**src/rtl/sc_stream_ctrl.sv**
```systemverilog
// Stream controller: captures a job, drives a stochastic bitstream generator for the
// requested length and forwards its bits. Optional ones counter: define SC_ONES_COUNT_EN.
module sc_stream_ctrl #(
    parameter int N = 8
) (
    input  logic         clk,
    input  logic         rst_n,
    input  logic         req_valid,
    output logic         req_ready,
    input  logic [N-1:0] req_k,
    input  logic [N-1:0] req_seed,
    input  logic [N:0]   req_len,
    input  logic         abort,
    output logic         gen_load,
    output logic         gen_enable,
    output logic [N-1:0] gen_k,
    output logic [N-1:0] gen_seed,
    input  logic         gen_x,
    output logic         bit_valid,
    output logic         bit_out,
    output logic         busy,
    output logic         done,
    output logic [N:0]   ones_cnt
);

    localparam logic [1:0] IDLE = 2'd0;
    localparam logic [1:0] LOAD = 2'd1;
    localparam logic [1:0] RUN  = 2'd2;
    localparam logic [1:0] DONE = 2'd3;

    localparam logic [N:0] FULL_LEN = {1'b1, {N{1'b0}}};
    localparam logic [N:0] ONE      = {{N{1'b0}}, 1'b1};

    logic [1:0]   state_q, state_d;
    logic [N-1:0] k_q, seed_q;
    logic [N:0]   len_q, cnt_q;
    logic [N:0]   eff_len;
    logic         accept;
    logic         last_bit;

    // Zero and oversize lengths both collapse to the full 2^N stream.
    assign eff_len  = (req_len == '0 || req_len > FULL_LEN) ? FULL_LEN : req_len;
    assign accept   = (state_q == IDLE) && req_valid;
    assign last_bit = (cnt_q + ONE) == len_q;

    always_comb begin
        state_d = state_q;
        case (state_q)
            IDLE:    if (req_valid) state_d = LOAD;
            LOAD:    state_d = abort ? IDLE : RUN;
            RUN:     if (abort) state_d = IDLE;
                     else if (last_bit) state_d = DONE;
            DONE:    state_d = IDLE;
            default: state_d = IDLE;
        endcase
    end

    always_ff @(posedge clk or negedge rst_n) begin
        if (!rst_n) begin
            state_q <= IDLE;
            k_q     <= '0;
            seed_q  <= '0;
            len_q   <= '0;
            cnt_q   <= '0;
        end else begin
            state_q <= state_d;
            if (accept) begin
                k_q    <= req_k;
                seed_q <= req_seed;
                len_q  <= eff_len;
                cnt_q  <= '0;
            end else if (state_q == RUN) begin
                cnt_q <= cnt_q + ONE;
            end
        end
    end

`ifdef SC_ONES_COUNT_EN
    logic [N:0] ones_q;

    // Keeps counting the bit of an aborting RUN cycle, so a partial count stays exact.
    always_ff @(posedge clk or negedge rst_n) begin
        if (!rst_n) begin
            ones_q <= '0;
        end else if (accept) begin
            ones_q <= '0;
        end else if (state_q == RUN && gen_x) begin
            ones_q <= ones_q + ONE;
        end
    end

    assign ones_cnt = ones_q;
`else
    assign ones_cnt = '0;
`endif

    // req_ready is gated by rst_n so it reads 0 while reset is held.
    assign req_ready  = rst_n && (state_q == IDLE);
    assign gen_load   = (state_q == LOAD);
    assign gen_enable = (state_q == RUN);
    assign bit_valid  = (state_q == RUN);
    assign bit_out    = (state_q == RUN) && gen_x;
    assign busy       = (state_q == LOAD) || (state_q == RUN);
    assign done       = (state_q == DONE);
    assign gen_k      = k_q;
    assign gen_seed   = seed_q;

endmodule

```
**config.mk**
```make
export PLATFORM = sky130hd
export DESIGN_NAME = sc_stream_ctrl
export DESIGN_NICKNAME = d
export VERILOG_FILES = /design/src/rtl/sc_stream_ctrl.sv
export SDC_FILE = /design/constraint.sdc
export NUM_CORES = 1
export LEC_CHECK = 0
export ABC_AREA = 1
export BUFFER_PORTS_ARGS = -buffer_cell sky130_fd_sc_hd__buf_4
export CAP_MARGIN = 10
export CORE_MARGIN = 1
export CORE_UTILIZATION = 35
export DETAILED_ROUTE_END_ITERATION = 16
export GPL_ROUTABILITY_DRIVEN = 0
export PLACE_DENSITY = 0.66
export SLEW_MARGIN = 0
export SYNTH_ARGS = -nofsm -noshare
export SYNTH_HDL_FRONTEND = slang
export SYNTH_SLANG_ARGS = --single-unit
```
**constraint.sdc**
```tcl
create_clock -name clk -period 1.9 [get_ports clk]
set_input_delay 0.285 -clock clk [delete_from_list [all_inputs] [get_ports clk]]
set_output_delay 0.285 -clock clk [all_outputs]
set_load 0.02 [all_outputs]
```
==> results of run 1 <==
==> layout make-up <==
cell class,instances,area (um2)
sequential,36,902
clock buffer,6,82.6
timing repair buffer,55,413
multi-input combinational,175,862
inverter,29,109
clock inverter,2,15.0
fill,524,2730
tap,70,87.6
==> layout by cell type, fill, tap and decap left out, types with 3 or more instances in the layout <==
master,synthesis,layout
nand2_1,92,92
nand4_1,3,3
clkbuf_8,0,6
nand3_1,20,20
inv_1,27,27
dfrtp_1,36,35
ha_1,7,6
o21ai_0,9,9
buf_4,10,55
o22ai_1,7,7
nand2_2,6,6
conb_1,1,9
nor2_1,6,6
==> worst max path at each step <==
stage,startpoint,endpoint,slack (ns)
after detailed placement,cnt_q[0],state_q[1],0.12
after global placement,cnt_q[0],state_q[1],0.19
after global routing,cnt_q[0],state_q[1],0.02
after floorplan,cnt_q[0],state_q[0],0.29
final,cnt_q[0],state_q[1],0.20
after CTS,cnt_q[0],state_q[1],0.12
==> power by group through the flow <==
stage | clock network, W | logic (W) | registers [W]
3_3_place_gp | 0 | 0.00170 | 0.00128
5_1_grt | 0.000634 | 0.00192 | 0.00132
3_5_place_dp | 0 | 0.00173 | 0.00128
2_1_floorplan | 0 | 0.000952 | 0.00145
4_1_cts | 0.000585 | 0.00173 | 0.00128
6_report | 0.000564 | 0.00171 | 0.00128
==> what timing repair did <==
item	4_1_cts	5_1_grt
hold buffers	0	0
setup endpoints to repair	0	2
resized for setup	0	2
==> logic make-up (layout without fill, tap and decap cells) <==
group / after synthesis / after routing / synth area share, %
AO/OA/AOI/OAI: 19 / 19 / 5.69
XOR/XNOR: 2 / 2 / 0.906
adder cells (fa/ha/maj): 7 / 7 / 4.53
buffers and inverters: 44 / 92 / 10.5
flip-flops: 36 / 36 / 46.6
other: 1 / 9 / 0.194
AND/OR/NAND/NOR: 138 / 138 / 31.6
==> layer usage <==
layer	vias up	part of all wire, %
li1	866	-
met1	766	45
met2	37	51
met3	2	4.4
met4	0	0.48
met5	-	0
==> stage by stage <==
stage	instance area [um2]	utilization (%)
finish	2470	47.5
global route	2470	47.5
CTS	2470	47.4
detailed placement	2370	45.5
global placement	2370	45.5
floorplan	1960	-
==> synthesized netlist by cell type <==
cell type,count
a21oi_1,1
buf_1,1
buf_2,1
buf_4,10
clkbuf_1,3
clkinv_1,1
conb_1,1
dfrtp_1,36
ha_1,7
inv_1,27
inv_2,1
nand2_1,92
nand2_2,6
nand3_1,20
nand3_2,2
nand3b_1,1
nand4_1,3
nor2_1,6
nor2_2,2
nor2_4,2
nor3_1,1
nor4_1,2
o21ai_0,9
o21ai_1,1
o21bai_2,1
o22ai_1,7
or2_2,1
xnor2_1,1
xor2_1,1
==> state kept, by name, summed over array words and instances (netlist names) <==
register  flops
cnt_q         9
gen_seed      8
len_q         9
gen_k         8
state_q       2
==> flow_metrics.env, run 1 <==
export IMPL_sw_frac_of_total_pct=42.2
export IMPL_p_leak_nw=1.31
export IMPL_area_delta_synth_final_pct=27.7
export IMPL_yosysSeqAreaShare_pct=46.6
export IMPL_yosys_register_bits=36
export IMPL_htree_levels=2
export IMPL_vias_per_cell=4.48
export IMPL_first_pass_iters=5
export IMPL_vdd_drop_max_mv=0.781
export IMPL_detail_route_wl_per_cell_um=10.6
export IMPL_use_met1_pct=17.9
export IMPL_io_pins=62
export IMPL_rows=26
export IMPL_holdWs_ns=0.0671
export IMPL_max_freq_mhz=588
export IMPL_cp_max_fo=6
export IMPL_reg2reg_from="cnt_q[0]"
export IMPL_yosys_top_cells_area="dfrtp_1 (47%), nand2_1 (18%), inv_1 (5.2%)"
export IMPL_gr_usage_met2_pct=26.1
export IMPL_hp_class="in2async"
export IMPL_grt_setup_unrepaired="no"
export IMPL_setup_viol=0
export IMPL_yosysWarnings=0
export IMPL_fin_nets=339
export IMPL_worstPathArrival_ns=1.88
export IMPL_startpoint_type="flop"
export IMPL_fp_dieW_um=76.3
export IMPL_hold_viol_final=0
export IMPL_internal_power_w=0.00205
export IMPL_synthCells=247
export IMPL_post_cts_buffers=0
export IMPL_cts_tree="yes"
export IMPL_slew_viol_final=0
export IMPL_worstRegToRegCells=10
export IMPL_maxCapViolCount=0
export IMPL_setup_ws_ns=0.200
export IMPL_fin_tns_setup_ns=0
export IMPL_finalCritPeriodShare_pct=89.5
export IMPL_fin_worst_skew_ns=0.00459
export IMPL_r2r_slack_ns=0.20
export IMPL_grt_pass1_wl_um=7020
export IMPL_cp_end_kind="flop"
export IMPL_grt_ovfl_total=0
export IMPL_met3_usage_pct=5.15
export IMPL_fin_cells=373
export IMPL_path_delay_family="simple AND/OR/NAND/NOR gates"
export IMPL_path_class="reg2reg"
export IMPL_clkPwrFrac_pct=15.9
export IMPL_start_util_pct=37.2
export IMPL_hpwl_um=3070
export IMPL_cp_cell_sequence="ha_2 > xor2_1 > nor2_1 > nand4_1 > nor2_4 > nand3_2 > nand2_2 > nand2_2 > nand2_1 > nand2_1"
export IMPL_drc=0
export IMPL_port_buffers=52
export IMPL_slowest_delay_ns=0.45
export IMPL_grt_pass1_vias=1606
export IMPL_globalRouteTotalUtil_pct=15.3
export IMPL_required_ns=2.08
export IMPL_coreArea_um2=5200
export IMPL_synth_top_area_cell="dfrtp_1"
export IMPL_clock_path_buffers=2
export IMPL_status="finished clean"
export IMPL_cts_sinks=36
export IMPL_p_seq_share_pct=36.1
export IMPL_drtAntennaViolNets=0
export IMPL_antenna_found_initial=0
export IMPL_p_comb_share_pct=48.0
export IMPL_busiest_layer="met2"
export IMPL_syn_avg_cell_area_um2=7.83
export IMPL_layout_min_cycle_time_ns=1.70
export IMPL_yosysUniqueCellTypes=29
export IMPL_p_switching_w=0.00150
export IMPL_crit_slowest_cell="dfrtp_2"
export IMPL_drive_above_1_share_pct=26.4
export IMPL_placed_cells=365
export IMPL_cts_buffers_inserted=5
export IMPL_syn_area_um2=1930
export IMPL_vias=1671
export IMPL_wirelength_um=3950
export IMPL_grt_max_degree=37
export IMPL_clkLatencyLatePin_ns=0.28
export IMPL_cts_root_buf="clkbuf_8"
export IMPL_power_w=0.00355
export IMPL_dp_slack_ns=0.124
export IMPL_fp_dieH_um=76.3
export IMPL_power_density_nw_per_um2=1440
export IMPL_r2r_end="state_q[1]"
export IMPL_worst_path_buf_inv=0
export IMPL_yosysTopAreaCellShare_pct=46.6
export IMPL_die_area_um2=5830
export IMPL_worst_path_stages=10
export IMPL_antenna_cells=0
export IMPL_path_clk_slew_ns=0.07
export IMPL_drt_iter0_drc=94
No activity file was read; power rests on OpenSTA's default activity.
==> run 2, diff against run 1 <==
--- a/config.mk
+++ b/config.mk
@@ -10,10 +10,11 @@
 export CAP_MARGIN = 10
 export CORE_MARGIN = 1
 export CORE_UTILIZATION = 35
+export CTS_CLUSTER_SIZE = 24
 export DETAILED_ROUTE_END_ITERATION = 16
 export GPL_ROUTABILITY_DRIVEN = 0
 export PLACE_DENSITY = 0.66
-export SLEW_MARGIN = 0
+export RECOVER_POWER = 50
 export SYNTH_ARGS = -nofsm -noshare
 export SYNTH_HDL_FRONTEND = slang
 export SYNTH_SLANG_ARGS = --single-unit
==> run 2 against run 1 <==
Compared with the run above: non-clock buffer count did not move; clock skew fell by 0.00068 ns; count of clock-buffer cells in the layout did not move; clock power barely moved; via count fell by 0.30%; maximum frequency barely moved; hold slack improved by 0.12 ns; highest routed layer unchanged; die area did not move.
==> flow_metrics.env, run 2 (synthesis results as in run 1) <==
export IMPL_fin_worst_skew_ns=0.00391
export IMPL_detail_route_wl_per_cell_um=10.6
export IMPL_globalRouteTotalUtil_pct=15.3
export IMPL_maxCapViolCount=0
export IMPL_mostFrequentLayoutCells="nand2_1 (92), buf_4 (42), dfrtp_1 (35)"
export IMPL_crit_start="cnt_q[0]"
export IMPL_drtAntennaViolNets=0
export IMPL_place_area_um2=2370
export IMPL_coreArea_um2=5200
export IMPL_antenna_found_initial=0
export IMPL_grt_setup_unrepaired="no"
export IMPL_final_area_um2=2420
export IMPL_finalCritPeriodShare_pct=89.5
export IMPL_cts_root_buf="clkbuf_8"
export IMPL_fp_dieW_um=76.3
export IMPL_cts_sinks=36
export IMPL_power_w=0.00345
export IMPL_io_pins=62
export IMPL_min_from="req_k[7]"
export IMPL_dp_slack_ns=0.124
export IMPL_vias_per_cell=4.47
export IMPL_hpwl_um=3070
export IMPL_power_density_nw_per_um2=1420
export IMPL_hold_viol_final=0
export IMPL_fp_dieH_um=76.3
export IMPL_slew_viol_final=0
export IMPL_fin_nets=339
export IMPL_clock_path_buffers=2
export IMPL_cp_max_fo=6
export IMPL_top_regs="cnt_q x9, len_q x9"
export IMPL_layout_min_cycle_time_ns=1.70
export IMPL_setup_viol=0
export IMPL_multi_input_area_um2=862
export IMPL_area_delta_synth_final_pct=25.3
export IMPL_post_cts_buffers=0
export IMPL_hp_class="in2reg"
export IMPL_drc=0
export IMPL_path_clk_slew_ns=0.07
export IMPL_p_leak_nw=1.26
export IMPL_grt_pass1_wl_um=7020
export IMPL_final_common_cell="nand2_1"
export IMPL_seq_area_um2=902
export IMPL_startpoint_type="flop"
export IMPL_cts_tree="yes"
export IMPL_worstPathArrival_ns=1.88
export IMPL_antenna_cells=0
export IMPL_reg2reg_from="cnt_q[0]"
export IMPL_vdd_drop_max_mv=0.724
export IMPL_max_slew_worst_pin_slew_ns=0.873
export IMPL_first_pass_iters=5
export IMPL_vias=1666
export IMPL_cp_end_kind="flop"
export IMPL_die_area_um2=5830
export IMPL_clkLatencyLatePin_ns=0.28
export IMPL_cts_buffers_inserted=5
export IMPL_wirelength_um=3940
export IMPL_drive_above_1_share_pct=22.4
export IMPL_grt_max_degree=37
export IMPL_fin_tns_setup_ns=0
export IMPL_start_util_pct=37.2
export IMPL_max_freq_mhz=588
export IMPL_grt_pass1_vias=1606
export IMPL_port_buffers=52
export IMPL_htree_levels=2
export IMPL_path_class="reg2reg"
export IMPL_n_fill_cell=535
export IMPL_drt_iter0_drc=110
export IMPL_grt_ovfl_total=0
export IMPL_status="finished clean"
export IMPL_slew_headroom_pct=41.8
export IMPL_rows=26
export IMPL_required_ns=2.08
export IMPL_setup_ws_ns=0.200
run 2: cell count changes in the layout (fill, tap and decap cells not counted), sizes merged:
cell / previous run / this run
buf: 55 / 42
clkbuf: 6 / 19
run 2: path summary, 6_finish.rpt:
path | end | slack [ns] | cells past startpoint
max | state_q[1] | 0.20 | 10
min in group asynchronous | gen_seed[2] | 0.35 | 2
min reg2reg | gen_k[1] | 0.48 | 2
min | gen_k[7] | 0.19 | 3
max in group asynchronous | cnt_q[0] | 0.95 | 2
max reg2reg | state_q[1] | 0.20 | 10
run 2: timing repair:
item                       CTS  global route
resized for setup            0             2
hold buffers                 0             0
setup endpoints to repair    0             2
run 2: cell type report:
cell class	instances	area share (%)
Clock inverter	2	0.620
Multi-Input combinational cell	175	35.6
Timing Repair Buffer	55	15.1
Inverter	29	4.49
Tap cell	70	3.61
Clock buffer	6	3.41
Sequential cell	36	37.2
run 2: per-layer routing:
layer / GRT usage [%] / wire [um] / vias to the layer above / share of wire [%]
li1: - / - / 865 / -
met4: 5.58 / 19 / 0 / 0.48
met3: 5.15 / 146 / 2 / 3.7
met5: 0 / 0 / - / 0
met1: 17.9 / 1800 / 764 / 46
met2: 26.1 / 1980 / 35 / 50
run 2: critical path: stages (launching register included):
cell	delay, ns
dfrtp_2	0.45
ha_2	0.31
xor2_1	0.16
nor2_1	0.10
nand4_1	0.15
nor2_4	0.11
nand3_2	0.07
nand2_2	0.08
nand2_2	0.05
nand2_1	0.05
nand2_1	0.04
run 2: where the power goes:
part / total [W] / switching [W] / internal [W]
sequential: 0.00128 / 0.000205 / 0.00107
clock: 0.000565 / 0.000271 / 0.000293
combinational: 0.00161 / 0.00102 / 0.000593
total: 0.00345 / 0.00149 / 0.00196
run 2: through the flow:
step / cells / hold slack (ns) / util, %
after floorplan: 255 / -0.0106 / -
after global placement: 365 / 0.401 / 45.5
after detailed placement: 365 / 0.399 / 45.5
after CTS: 373 / 0.0831 / 47.4
after global routing: 373 / 0.183 / 46.6
final: 373 / 0.187 / 46.6
==> run 3, diff against run 2 <==
--- a/config.mk
+++ b/config.mk
@@ -9,11 +9,11 @@
 export BUFFER_PORTS_ARGS = -buffer_cell sky130_fd_sc_hd__buf_4
 export CAP_MARGIN = 10
 export CORE_MARGIN = 1
-export CORE_UTILIZATION = 35
+export CORE_UTILIZATION = 49
 export CTS_CLUSTER_SIZE = 24
 export DETAILED_ROUTE_END_ITERATION = 16
 export GPL_ROUTABILITY_DRIVEN = 0
-export PLACE_DENSITY = 0.66
+export PLACE_DENSITY = 0.84
 export RECOVER_POWER = 50
 export SYNTH_ARGS = -nofsm -noshare
 export SYNTH_HDL_FRONTEND = slang
==> run 3 against run 2 <==
Compared with the run above: utilization is 19 points higher; critical path depth stayed put; power rose by 4.4%; global-route usage is 6.6 points higher; final cell count is 5.4% lower; first-iteration DRC count shrank 32%; clock power rose by 18%; register-to-register slack got worse by 0.08 ns; die area shrank 28%; sequential cell count stayed put; largest power group unchanged; highest routed layer unchanged.
==> flow_metrics.env, run 3 (synthesis results as in run 1) <==
export IMPL_final_common_cell="nand2_1"
export IMPL_drt_iter0_drc=75
export IMPL_cts_root_buf="clkbuf_8"
export IMPL_worst_path_buf_inv=0
export IMPL_path_class="reg2reg"
export IMPL_fp_dieW_um=64.8
export IMPL_status="finished clean"
export IMPL_fp_dieH_um=64.8
export IMPL_grt_ovfl_total=0
export IMPL_power_density_nw_per_um2=1490
export IMPL_slew_viol_final=0
export IMPL_vdd_drop_max_mv=0.825
export IMPL_antenna_cells=0
export IMPL_mostFrequentLayoutCells="nand2_1 (92), buf_4 (45), dfrtp_1 (35)"
export IMPL_grt_pass1_vias=1616
export IMPL_cts_sinks=36
export IMPL_grt_pass1_wl_um=6950
export IMPL_p_leak_nw=1.29
export IMPL_place_area_um2=2350
export IMPL_maxCapViolCount=0
export IMPL_fin_worst_skew_ns=0.00374
export IMPL_port_buffers=52
export IMPL_coreArea_um2=3720
export IMPL_slew_headroom_pct=42.5
export IMPL_wirelength_um=4080
export IMPL_globalRouteTotalUtil_pct=22.0
export IMPL_cts_buffers_inserted=5
export IMPL_setup_viol=0
export IMPL_cp_end_kind="flop"
export IMPL_area_delta_synth_final_pct=25.4
export IMPL_rows=22
export IMPL_htree_levels=2
export IMPL_first_pass_iters=4
export IMPL_required_ns=2.09
export IMPL_drive_above_1_share_pct=23.0
export IMPL_clock_path_buffers=2
export IMPL_hp_class="in2reg"
export IMPL_worstPathArrival_ns=1.97
export IMPL_slowest_delay_ns=0.45
export IMPL_top_regs="cnt_q x9, len_q x9"
export IMPL_crit_slowest_cell="dfrtp_2"
export IMPL_path_delay_family="simple AND/OR/NAND/NOR gates"
export IMPL_layout_min_cycle_time_ns=1.78
export IMPL_start_util_pct=52.1
export IMPL_max_freq_mhz=561
export IMPL_grt_setup_unrepaired="no"
export IMPL_final_area_um2=2430
export IMPL_fin_nets=341
export IMPL_io_pins=62
export IMPL_fin_tns_setup_ns=0
export IMPL_hpwl_um=3130
export IMPL_drtAntennaViolNets=0
export IMPL_startpoint_type="flop"
export IMPL_drc=0
export IMPL_die_area_um2=4200
export IMPL_post_route_util_pct=65.3
export IMPL_cp_cell_sequence="ha_1 > xor2_1 > nor2_1 > nand4_1 > nor2_4 > nand3_2 > nand2_2 > nand2_2 > nand2_1 > nand2_1"
export IMPL_vias_per_cell=4.90
export IMPL_antenna_found_initial=0
export IMPL_cp_max_fo=6
export IMPL_grt_max_degree=37
export IMPL_detail_route_wl_per_cell_um=11.5
export IMPL_path_clk_slew_ns=0.07
export IMPL_hold_viol_final=0
export IMPL_r2r_slack_ns=0.12
export IMPL_max_slew_worst_pin_slew_ns=0.862
export IMPL_cts_tree="yes"
export IMPL_finalCritPeriodShare_pct=93.8
export IMPL_vias=1728
export IMPL_clkLatencyLatePin_ns=0.29
## run 3: changes by cell type in the layout (fill, tap and decap cells not counted)
cell        before  now
ha_1             6    7
clkinvlp_4       2    1
clkbuf_1        12   11
ha_2             1    0
bufinv_16        0    1
clkbuf_8         6    5
buf_4           42   45
clkinv_2         0    1
## run 3: worst paths after layout
kind,end,cells past startpoint,startpoint
min in group asynchronous,len_q[2],2,rst_n
worst min register to register,gen_k[4],2,gen_k[4]
max in group asynchronous,cnt_q[0],2,rst_n
worst max-delay path,state_q[1],10,cnt_q[0]
worst max register to register,state_q[1],10,cnt_q[0]
worst min-delay path,gen_k[5],3,req_k[5]
## run 3: metrics by stage
stage                     setup slack [ns]  power [W]  hold WS [ns]  instances
after floorplan                      0.288    0.00240       -0.0106        255
after global placement               0.162    0.00297         0.382        344
after detailed placement             0.109    0.00302         0.384        344
after CTS                            0.109    0.00369        0.0651        352
after global routing               0.00752    0.00388         0.181        353
final                                0.118    0.00360         0.180        353
## run 3: repair_timing
action                     4_1_cts  5_1_grt
hold buffers                     0        0
buffers inserted                 0        1
gates resized for setup          0        1
setup endpoints to repair        0        2
hold endpoints to repair         0        0
## run 3: area by class of cell
class | instances | area [um2]
fill | 313 | 1290
multi-input combinational | 175 | 860
sequential | 36 | 902
tap | 48 | 60.1
clock inverter | 3 | 42.5
clock buffer | 5 | 68.8
inverter | 29 | 109
timing repair buffer | 57 | 384
## run 3: per-layer routing
| layer | wire, um | global-route usage, % | vias up |
|---|---|---|---|
| met2 | 2060 | 37.9 | 51 |
| met5 | 0 | 0 | - |
| met1 | 1790 | 26.2 | 796 |
| met3 | 186 | 5.46 | 6 |
| li1 | - | - | 875 |
| met4 | 41 | 8.06 | 0 |
## run 3: report_power, final
part / total [W] / internal, W / switching (W)
logic: 0.00166 / 0.000621 / 0.00104
clock network: 0.000665 / 0.000388 / 0.000277
registers: 0.00128 / 0.00107 / 0.000207
## run 3: worst reg2reg max path, delay by kind of cell, from the launching register on
kind                     cells  cell delay [ns]
flip-flops                   1             0.45
adder cells (fa/ha/maj)      1             0.34
AND/OR/NAND/NOR              8             0.73
XOR/XNOR                     1             0.17
